[config.mk]
export PLATFORM = sky130hd
export DESIGN_NAME = ext_bus_bridge
export DESIGN_NICKNAME = d
export VERILOG_FILES = /design/src/rtl/ext_bus_bridge.sv
export SDC_FILE = /design/constraint.sdc
export NUM_CORES = 1
export LEC_CHECK = 0
export CAP_MARGIN = 20
export CORE_MARGIN = 5
export CORE_UTILIZATION = 39
export DETAILED_ROUTE_END_ITERATION = 6
export PLACE_DENSITY = 0.85
export SLEW_MARGIN = 20
export SYNTH_ARGS = -nofsm -noshare
export SYNTH_HDL_FRONTEND = slang
export SYNTH_SLANG_ARGS = --single-unit
[constraint.sdc]
create_clock -name clk -period 1.8 [get_ports clk]
set_input_delay 0.27 -clock clk [delete_from_list [all_inputs] [get_ports clk]]
set_output_delay 0.27 -clock clk [all_outputs]
set_load 0.005 [all_outputs]
[src/rtl/ext_bus_bridge.sv]
// ext_bus_bridge: CPU single-access port to a four-phase req/ack external bus.
// Ports: clk, reset (async, active-low); cpu_req/cpu_we/cpu_addr/cpu_wdata in,
// cpu_rdata/cpu_ready/bus_err out; mem_req/mem_we/mem_addr/mem_wdata out,
// mem_rdata/mem_ack in. Define EXT_BUS_TIMEOUT_EN to build the ack watchdog.
module ext_bus_bridge #(
  parameter int ADDR_W = 16,
  parameter int DATA_W = 8,
  parameter int TIMEOUT = 15,
  parameter logic [DATA_W-1:0] ERR_DATA = 8'hFF
) (
  input  logic              clk,
  input  logic              reset,
  input  logic              cpu_req,
  input  logic              cpu_we,
  input  logic [ADDR_W-1:0] cpu_addr,
  input  logic [DATA_W-1:0] cpu_wdata,
  output logic [DATA_W-1:0] cpu_rdata,
  output logic              cpu_ready,
  output logic              bus_err,
  output logic              mem_req,
  output logic              mem_we,
  output logic [ADDR_W-1:0] mem_addr,
  output logic [DATA_W-1:0] mem_wdata,
  input  logic [DATA_W-1:0] mem_rdata,
  input  logic              mem_ack
);

  typedef enum logic [1:0] {
    IDLE,
    ACCESS,
    RELEASE
  } state_t;

  state_t            state;
  state_t            state_nx;
  logic              mem_req_nx;
  logic              mem_we_nx;
  logic              ready_nx;
  logic [ADDR_W-1:0] addr_nx;
  logic [DATA_W-1:0] wdata_nx;
  logic [DATA_W-1:0] rdata_nx;

`ifdef EXT_BUS_TIMEOUT_EN
  // wd counts ACCESS edges without ack; it equals n-1 on the n-th edge,
  // so the abort lands on the TIMEOUT-th ACCESS edge.
  localparam logic [7:0] WD_LAST = 8'(TIMEOUT - 1);

  logic [7:0] wd;
  logic [7:0] wd_nx;
  logic       err_nx;

  always_ff @(posedge clk or negedge reset) begin
    if (!reset) begin
      wd      <= '0;
      bus_err <= 1'b0;
    end else begin
      wd      <= wd_nx;
      bus_err <= err_nx;
    end
  end
`else
  logic unused_cfg;
  assign unused_cfg = ^{ERR_DATA, TIMEOUT};
  assign bus_err    = 1'b0;
`endif

  always_comb begin
    state_nx   = state;
    mem_req_nx = mem_req;
    mem_we_nx  = mem_we;
    addr_nx    = mem_addr;
    wdata_nx   = mem_wdata;
    rdata_nx   = cpu_rdata;
    ready_nx   = 1'b0;
`ifdef EXT_BUS_TIMEOUT_EN
    wd_nx      = wd;
    err_nx     = 1'b0;
`endif
    unique case (state)
      IDLE: begin
        if (cpu_req) begin
          addr_nx    = cpu_addr;
          mem_we_nx  = cpu_we;
          wdata_nx   = cpu_wdata;
          mem_req_nx = 1'b1;
          state_nx   = ACCESS;
`ifdef EXT_BUS_TIMEOUT_EN
          wd_nx      = '0;
`endif
        end
      end
      ACCESS: begin
        if (mem_ack) begin
          if (!mem_we) rdata_nx = mem_rdata;
          mem_req_nx = 1'b0;
          ready_nx   = 1'b1;
          state_nx   = RELEASE;
        end
`ifdef EXT_BUS_TIMEOUT_EN
        else if (wd == WD_LAST) begin
          if (!mem_we) rdata_nx = ERR_DATA;
          mem_req_nx = 1'b0;
          ready_nx   = 1'b1;
          err_nx     = 1'b1;
          state_nx   = RELEASE;
        end else begin
          wd_nx = wd + 8'd1;
        end
`endif
      end
      RELEASE: begin
        if (!mem_ack) state_nx = IDLE;
      end
      default: state_nx = IDLE;
    endcase
  end

  always_ff @(posedge clk or negedge reset) begin
    if (!reset) begin
      state     <= IDLE;
      mem_req   <= 1'b0;
      mem_we    <= 1'b0;
      mem_addr  <= '0;
      mem_wdata <= '0;
      cpu_rdata <= '0;
      cpu_ready <= 1'b0;
    end else begin
      state     <= state_nx;
      mem_req   <= mem_req_nx;
      mem_we    <= mem_we_nx;
      mem_addr  <= addr_nx;
      mem_wdata <= wdata_nx;
      cpu_rdata <= rdata_nx;
      cpu_ready <= ready_nx;
    end
  end

endmodule

==> results of run 1 <==
per-stage QoR:
stage	instance area (um2)	cells	power (uW)
final	2330	212	3940
after global routing	2330	212	4190
after CTS	2330	212	4010
after detailed placement	2210	204	3260
after global placement	2210	204	3180
after floorplan	1460	87	2210
where the power goes:
group	internal [uW]	switching, uW	leakage [uW]
combinational	1230	468	0.000481
clock	450	288	0.0000574
sequential	1250	252	0.000436
total	2930	1010	0.000975
cell type report:
class	count	area, um2	area share
inverters	2	7.51	0.00322
clock buffers	6	82.6	0.0354
well taps	48	60.1	0.0257
clock inverters	2	37.5	0.0161
repair buffers	73	733	0.314
flip-flops and latches	37	926	0.397
multi-input cells	44	488	0.209
cell usage after synthesis:
master    n  area, um2
dfrtp_1  37        926
mux2_2   23        259
mux2_4    8        120
buf_4     3       22.5
inv_1     2       7.51
mux2_1    2       22.5
nor2_1    2       7.51
o21ai_0   2       10.0
a21oi_1   1       5.00
and3b_1   1       8.76
buf_6     1       11.3
conb_1    1       3.75
mux2i_1   1       10.0
nor2b_4   1       13.8
nor3b_4   1       18.8
xnor2_1   1       8.76
sequential cells by signal, indices dropped and copies added (netlist names):
signal / flops
cpu_rdata: 8
state: 2
mem_req: 1
mem_wdata: 8
mem_we: 1
mem_addr: 16
cpu_ready: 1
worst max-delay path: stages (launching register included):
cell	delay, ns
dfrtp_1	0.46
and3b_1	0.27
nor2b_4	0.34
mux2_4	0.34
layer usage:
layer	vias to the layer above	track usage	wire length, um
met3	7	0.0540	313
met1	462	0.150	1230
li1	446	-	-
met4	0	0.0689	61
met2	49	0.230	1570
met5	-	0	0
worst min path at each step:
stage,startpoint,end,slack [ns],depth (start not counted)
floorplan,reset,cpu_rdata[0],-0.03,0
global placement,reset,mem_wdata[6],0.38,1
detailed placement,reset,mem_wdata[6],0.40,1
CTS,reset,mem_wdata[6],0.09,1
global route,reset,mem_addr[6],0.13,1
finish,reset,mem_addr[6],0.06,1
cell families after synthesis:
kind of cell / after synthesis / synth area share
AOI/OAI and AO/OA: 3 / 0.0103
other: 1 / 0.00258
and+or+nand+nor: 5 / 0.0335
xor gates and xnor gates: 1 / 0.00602
DFF: 37 / 0.636
muxes: 34 / 0.283
buffers and inverters: 6 / 0.0284
cell usage in the layout, fill, tap and decap left out, drive strengths merged:
cell	instances
clkdlybuf4s50	70
dfrtp	37
mux2	33
clkbuf	6
buf	3
inv	2
nor2	2
o21ai	2
and3b	1
nor3b	1
mux2i	1
nor2b	1
a21oi	1
xnor2	1
conb	1
bufinv	1
clkinvlp	1
==> impl_metrics.tcl, run 1 <==
set metrics [dict create \
    design.die.area_um2 5050 \
    synth.avg_cell_area_um2 16.7 \
    min_path_type "primary input to async pin" \
    final_antenna_net_count 0 \
    whs_ns 0.0616 \
    cts_setup_buffers 0 \
    required_ns 1.97 \
    critPathCaptureType "flop" \
    htreeDepth 2 \
    num_rows 22 \
    drive_above_1_share 0.268 \
    cts_tree "done" \
    syn-cell-area_um2 1460 \
    p_leak_uw 0.000975 \
    synth_cells 87 \
    cts.path.max_buffers 2 \
    dpl_worst_slack_ns 0.0253 \
    initial_utilization 0.400 \
    antenna_found_initial 0 \
    finish.utilization 0.643 \
    period_share 0.846 \
    grt_pass1_wl_mm 5.20 \
    slew-limit-headroom 0.471 \
    ys_seq_elements 37 \
    overflow 0 \
    clkSlewWorstSetupHoldPaths_ns 0.07 \
    core_area_um2 3630 \
    report.final.hold_viol_count 0 \
    fin_nets 200 \
    cts_buffers 5 \
    syn_to_final_growth_pct 60.4 \
    period_needed_ns 1.52 \
    fmax_ghz 0.657 \
    wl_mm 3.17 \
    cts-hold-fix-buffers 0 \
    grt_max_degree 38 \
    dp_hpwl_mm 2.48 \
    critPathLaunchType "flop" \
    crit_path_start "state[1]" \
    ios 73 \
    fill_cells 289 \
    reg2regPathDepth 3 \
    viasPerCell 4.55 \
    worstPathMaxFanout 8 \
    clk_latency_ns 0.29 \
    tns_ns 0 \
    dr.pass1.iters 2 \
    cts_sinks 37 \
    cts-root-buf "clkbuf_8" \
    place.gp.congestion 0.731 \
    seq_area_frac_synth 0.636 \
    r2r_end "cpu_rdata[2]" \
    routedWlPerCell_um 15.0 \
    grt_pass1_vias 1080 \
    vdd_drop_max_uv 691 \
    drtIter0Drc 16 \
    tightestPinTransition_ns 0.793 \
    r2r-start "state[1]" \
    syn_nets 124 \
    cp.arrival_ns 1.70 \
    finalSetupViolations 0 \
    drc 0 \
    rsz0062_at_grt "no" \
    run_status "finished, final reports clean" \
    path_class "flop to flop" \
    ctsResizeCount 0 \
    die_w_um 71.1 \
    reg2reg_slack_ns 0.28 \
    port_buffers 71 \
    ys_warn_count 0 \
    die_h_um 71.1 \
    cap_violations 0 \
    diodes 0 \
    setup_ws_ns 0.277 \
    synthDistinctLibCells 16 \
    grt_usage 0.137 \
    num_vias 964 \
    p_per_area_nw_per_um2 1690 \
    crit_end "cpu_rdata[2]" \
    skew_ns 0.00627 \
    final-max-slew-violation-count 0 \
]
(Power assumes the default switching activity.)
==> inputs of run 2 (changes only) <==
- CORE_UTILIZATION: 39 -> 35
- PLACE_DENSITY: 0.85 -> 0.81
- clock period: 1.8 -> 1.3 ns (I/O delays scaled with it)
==> run 2 against run 1 <==
Net effect: the run now ends with setup timing left; highest routed layer unchanged; sequential share of layout area decreased by 2.7 points; wire length increased by 28%; critical endpoint is now cpu_rdata[1]; count of clock-buffer cells in the layout decreased by 1; clock power increased by 4.2%; cell count increased by 7.1%.
==> impl_metrics.tcl, run 2 (synthesis gave the netlist of run 1 again) <==
set metrics [dict create \
    run_status "finished with violations" \
    violations "setup timing" \
    r2r-start "state[1]" \
    top_register "mem_addr" \
    p_comb_frac 0.490 \
    num_rows 23 \
    cp.arrival_ns 1.56 \
    antenna_found_initial 0 \
    power_switching_share 0.290 \
    finalSetupViolations 33 \
    critPathLaunchType "flop" \
    syn_to_final_growth_pct 72.8 \
    drtIter0Drc 42 \
    clkSlewWorstSetupHoldPaths_ns 0.07 \
    cts_tree "done" \
    fmax_ghz 0.718 \
    die_w_um 74.5 \
    cts_buffers 5 \
    min_path_type "primary input to async pin" \
    reg_top3 "mem_addr (16), cpu_rdata (8), mem_wdata (8)" \
    drive_above_1_share 0.339 \
    final_antenna_net_count 0 \
    grt_max_degree 38 \
    critPathCaptureType "flop" \
    diodes 0 \
    overflow 0 \
    reg2reg_slack_ns -0.09 \
    clock_power_share 0.137 \
    setup_ws_ns -0.0921 \
    cts_sinks 37 \
    cts.path.max_buffers 2 \
    p_per_area_nw_per_um2 2230 \
    final-max-slew-violation-count 0 \
    clk_latency_ns 0.28 \
    worstPathMaxFanout 8 \
    grt_pass1_wl_mm 5.25 \
    htreeDepth 2 \
    design.die.area_um2 5550 \
    dr.pass1.iters 4 \
    rsz0062_at_grt "yes" \
    tns_ns -1.91 \
    wl_mm 4.06 \
    period_needed_ns 1.39 \
    port_buffers 71 \
    fill_cells 309 \
    report.final.hold_viol_count 0 \
    power.internal_uw 3980 \
    p_seq_frac 0.373 \
    skew_ns 0.00275 \
    whs_ns 0.475 \
    required_ns 1.47 \
    layout_common_cells "dfrtp_1 (35), clkdlybuf4s50_1 (35), dlygate4sd2_1 (35)" \
    finalInstanceArea_um2 2510 \
    grt_pass1_vias 1083 \
    vdd_drop_max_uv 825 \
    ios 73 \
    cap_violations 0 \
    period_share 1.07 \
    place.gp.congestion 0.785 \
    routedWlPerCell_um 17.9 \
    place_area_um2 2260 \
    num_vias 1052 \
    p_switching_uw 1630 \
    grt_usage 0.128 \
    die_h_um 74.5 \
    path_class "flop to flop" \
    initial_utilization 0.361 \
    cts-root-buf "clkbuf_8" \
    largest_register_ffs 16 \
    p_leak_uw 0.00119 \
    viasPerCell 4.63 \
    dp_hpwl_mm 2.60 \
    core_area_um2 4030 \
    fin_nets 213 \
    r2r_end "cpu_rdata[1]" \
    dpl_worst_slack_ns -0.306 \
    reg2regPathDepth 4 \
    drc 0 \
]
run 2: worst max-delay path by stage:
stage               startpoint           end  slack (ns)  depth (start not counted)
floorplan             state[0]   mem_addr[0]       -0.11                          3
global placement       cpu_req   mem_addr[0]       -0.28                          4
detailed placement     mem_ack  cpu_rdata[2]       -0.31                          5
CTS                   state[1]  cpu_rdata[2]       -0.10                          4
global route          state[1]  cpu_rdata[6]       -0.13                          4
finish                state[1]  cpu_rdata[1]       -0.09                          4
run 2: layer usage:
layer	global-route usage	vias up	share of wire
li1	-	473	-
met1	0.154	516	0.41
met2	0.202	57	0.46
met3	0.0486	6	0.11
met4	0.0632	0	0.012
met5	0	-	0
run 2: worst max-delay path, stage by stage, from the launching register on:
cell and delay [ns]:
dfrtp_2 0.43, and3b_1 0.23, nor2b_4 0.16, buf_12 0.14, mux2_4 0.30
run 2: timing repair:
action / 4_1_cts / 5_1_grt
buffers inserted: 4 / 1
hold buffers: 1 / 0
cloned: 0 / 3
endpoints found under the setup margin: 68 / 33
endpoints found under the hold margin: 37 / 0
resized for setup: 35 / 27
run 2: area by class of cell:
type                    count  area (um2)  area share
clock buffers               5        68.8      0.0274
repair buffers             86         848       0.337
multi-input cells          44         582       0.231
well taps                  50        62.6      0.0249
flip-flops and latches     37         928       0.369
inverters                   2        7.51     0.00299
clock inverters             3        17.5     0.00697
run 2: power groups by stage:
| stage | Combinational [uW] | Sequential (uW) | Clock [uW] |
|---|---|---|---|
| global route | 2920 | 2150 | 858 |
| floorplan | 953 | 2130 | 0 |
| global placement | 2430 | 2060 | 0 |
| detailed placement | 2500 | 2120 | 0 |
| finish | 2750 | 2090 | 769 |
| CTS | 2240 | 2060 | 796 |
run 2: metrics by stage:
| stage | cells | total power (uW) | util |
|---|---|---|---|
| after floorplan | 87 | 3080 | - |
| after global placement | 210 | 4480 | 0.561 |
| after detailed placement | 210 | 4620 | 0.561 |
| after CTS | 223 | 5100 | 0.582 |
| after global routing | 227 | 5930 | 0.624 |
| final | 227 | 5610 | 0.624 |
==> inputs of run 3 (changes only) <==
- CORE_MARGIN: 5 -> 8
==> run 3 against run 2 <==
Net effect: the run still ends with setup timing left; sequential cell count unchanged; setup slack improved by 0.0053 ns; largest cell class unchanged; critical path type unchanged; non-clock buffer count did not move; design area increased by 2.2%; cell count unchanged; clock power is 30% higher; total power up 5.2%; critical path depth is the same.
==> impl_metrics.tcl, run 3 (synthesis gave the netlist of run 1 again) <==
set metrics [dict create \
    run_status "finished with violations" \
    crit_path_max_incr_delay_ns 0.43 \
    htreeDepth 2 \
    finish.utilization 0.643 \
    vdd_drop_max_uv 1490 \
    required_ns 1.47 \
    viasPerCell 4.52 \
    initial_utilization 0.364 \
    fmax_ghz 0.721 \
    cts_sinks 37 \
    place.gp.congestion 0.678 \
    tns_ns -2.23 \
    rsz0062_at_grt "yes" \
    critical_path.top_delay_family "flip-flops" \
    grt_max_degree 20 \
    fin_nets 213 \
    reg2regPathDepth 4 \
    whs_ns 0.379 \
    wl_met1_mm 1.66 \
    dpl_worst_slack_ns -0.294 \
    drc 0 \
    syn_to_final_growth_pct 76.7 \
    cp.arrival_ns 1.56 \
    cts_buffers 5 \
    die_h_um 80.5 \
    cp.depth 4 \
    p_switching_uw 1610 \
    top_register "mem_addr" \
    grt_usage 0.128 \
    crit_buf_inv 2 \
    routedWlPerCell_um 18.1 \
    antenna_found_initial 0 \
    largest_register_ffs 16 \
    skew_ns 0.00348 \
    critPathLaunchType "flop" \
    num_rows 23 \
    wl_mm 4.11 \
    crit_chain "nor3b_4 > buf_6 > clkbuf_16 > mux2_4" \
    drive_above_1_share 0.333 \
    clock_power_share 0.170 \
    fill_cells 287 \
    dr.pass1.iters 4 \
    power.internal_uw 4290 \
    period_needed_ns 1.39 \
    report.final.hold_viol_count 0 \
    design.die.area_um2 6480 \
    num_vias 1026 \
    critPathSlowestCell "dfrtp_2" \
    final-max-slew-violation-count 0 \
    diodes 0 \
    p_seq_frac 0.350 \
    final_antenna_net_count 0 \
    setup_ws_ns -0.0868 \
    grt_pass1_vias 1223 \
    ios 73 \
    clk_latency_ns 0.28 \
    p_per_area_nw_per_um2 2300 \
    drtIter0Drc 40 \
    reg_top3 "mem_addr (16), cpu_rdata (8), mem_wdata (8)" \
    die_w_um 80.5 \
    cts.path.max_buffers 2 \
    port_buffers 71 \
    finalSetupViolations 33 \
    core_area_um2 4000 \
    cts_tree "done" \
    worstPathMaxFanout 5 \
    critPathCaptureType "flop" \
    wl_met2_mm 1.97 \
    overflow 0 \
    period_share 1.07 \
    p_leak_uw 0.00121 \
    total_power_uw 5900 \
    routed-wl-met3_um 427 \
    p_comb_frac 0.480 \
    clkSlewWorstSetupHoldPaths_ns 0.07 \
    min_path_type "primary input to async pin" \
    grt_pass1_wl_mm 6.38 \
    cap_violations 0 \
    layout_common_cells "dfrtp_1 (35), clkdlybuf4s50_1 (35), dlygate4sd2_1 (35)" \
    top_layer "met4" \
    path_class "flop to flop" \
    violations "setup timing" \
    dp_hpwl_mm 2.96 \
    cts-root-buf "clkbuf_8" \
    power_switching_share 0.273 \
]
[run 3: cell count changes in the layout (fill, tap and decap cells not counted)]
cell	delta
buf_16	+2
buf_4	-2
buf_6	+1
bufinv_16	+1
clkbuf_1	+1
clkbuf_16	-1
clkbuf_8	+1
clkinv_2	-2
clkinvlp_4	-1
[run 3: final timing paths]
check	slack [ns]	endpoint	start
setup / recovery	-0.09	mem_wdata[7]	state[1]
hold / removal	0.38	mem_addr[12]	reset
setup reg to reg	-0.09	mem_wdata[7]	state[1]
hold reg to reg	0.51	mem_addr[6]	mem_addr[6]
max in group asynchronous	0.32	mem_addr[1]	reset
min in group clk	0.50	state[1]	mem_ack
[run 3: worst reg2reg max path, stage by stage (launching register included)]
cell and delay (ns):
dfrtp_2 0.43, nor3b_4 0.24, buf_6 0.16, clkbuf_16 0.15, mux2_4 0.30
[run 3: repair_timing]
item / in CTS / in global routing
endpoints found under the hold margin: 18 / 0
resized for setup: 62 / 4
setup endpoints to repair: 68 / 33
buffers inserted: 4 / 0
gates cloned: 2 / 1
pin swaps: 0 / 1
hold buffers: 1 / 0
[run 3: power by group through the flow]
stage | logic, uW | clock network [uW] | registers (uW)
final | 2830 | 1000 | 2070
after global routing | 3010 | 1080 | 2150
after CTS | 2770 | 1040 | 2060
after detailed placement | 2560 | 0 | 2090
after global placement | 2470 | 0 | 2060
after floorplan | 953 | 0 | 2130
[run 3: final cells by class]
class	count	area, um2	area share
timing repair buffer	86	875	0.340
clock inverter	1	30.0	0.0117
clock buffer	7	86.3	0.0336
tap	50	62.6	0.0243
sequential	37	928	0.361
multi-input combinational	44	582	0.226
inverter	2	7.51	0.00292
[run 3: per-layer routing]
metal / track usage / up-vias
li1: - / 475
met1: 0.150 / 497
met2: 0.200 / 49
met3: 0.0614 / 5
met4: 0.0436 / 0
met5: 0 / -
[run 3: per-stage QoR]
| step | instance area [um2] | instances |
|---|---|---|
| 2_1_floorplan | 1470 | 87 |
| 3_3_place_gp | 2270 | 211 |
| 3_5_place_dp | 2270 | 211 |
| 4_1_cts | 2530 | 226 |
| 5_1_grt | 2570 | 227 |
| 6_report | 2570 | 227 |
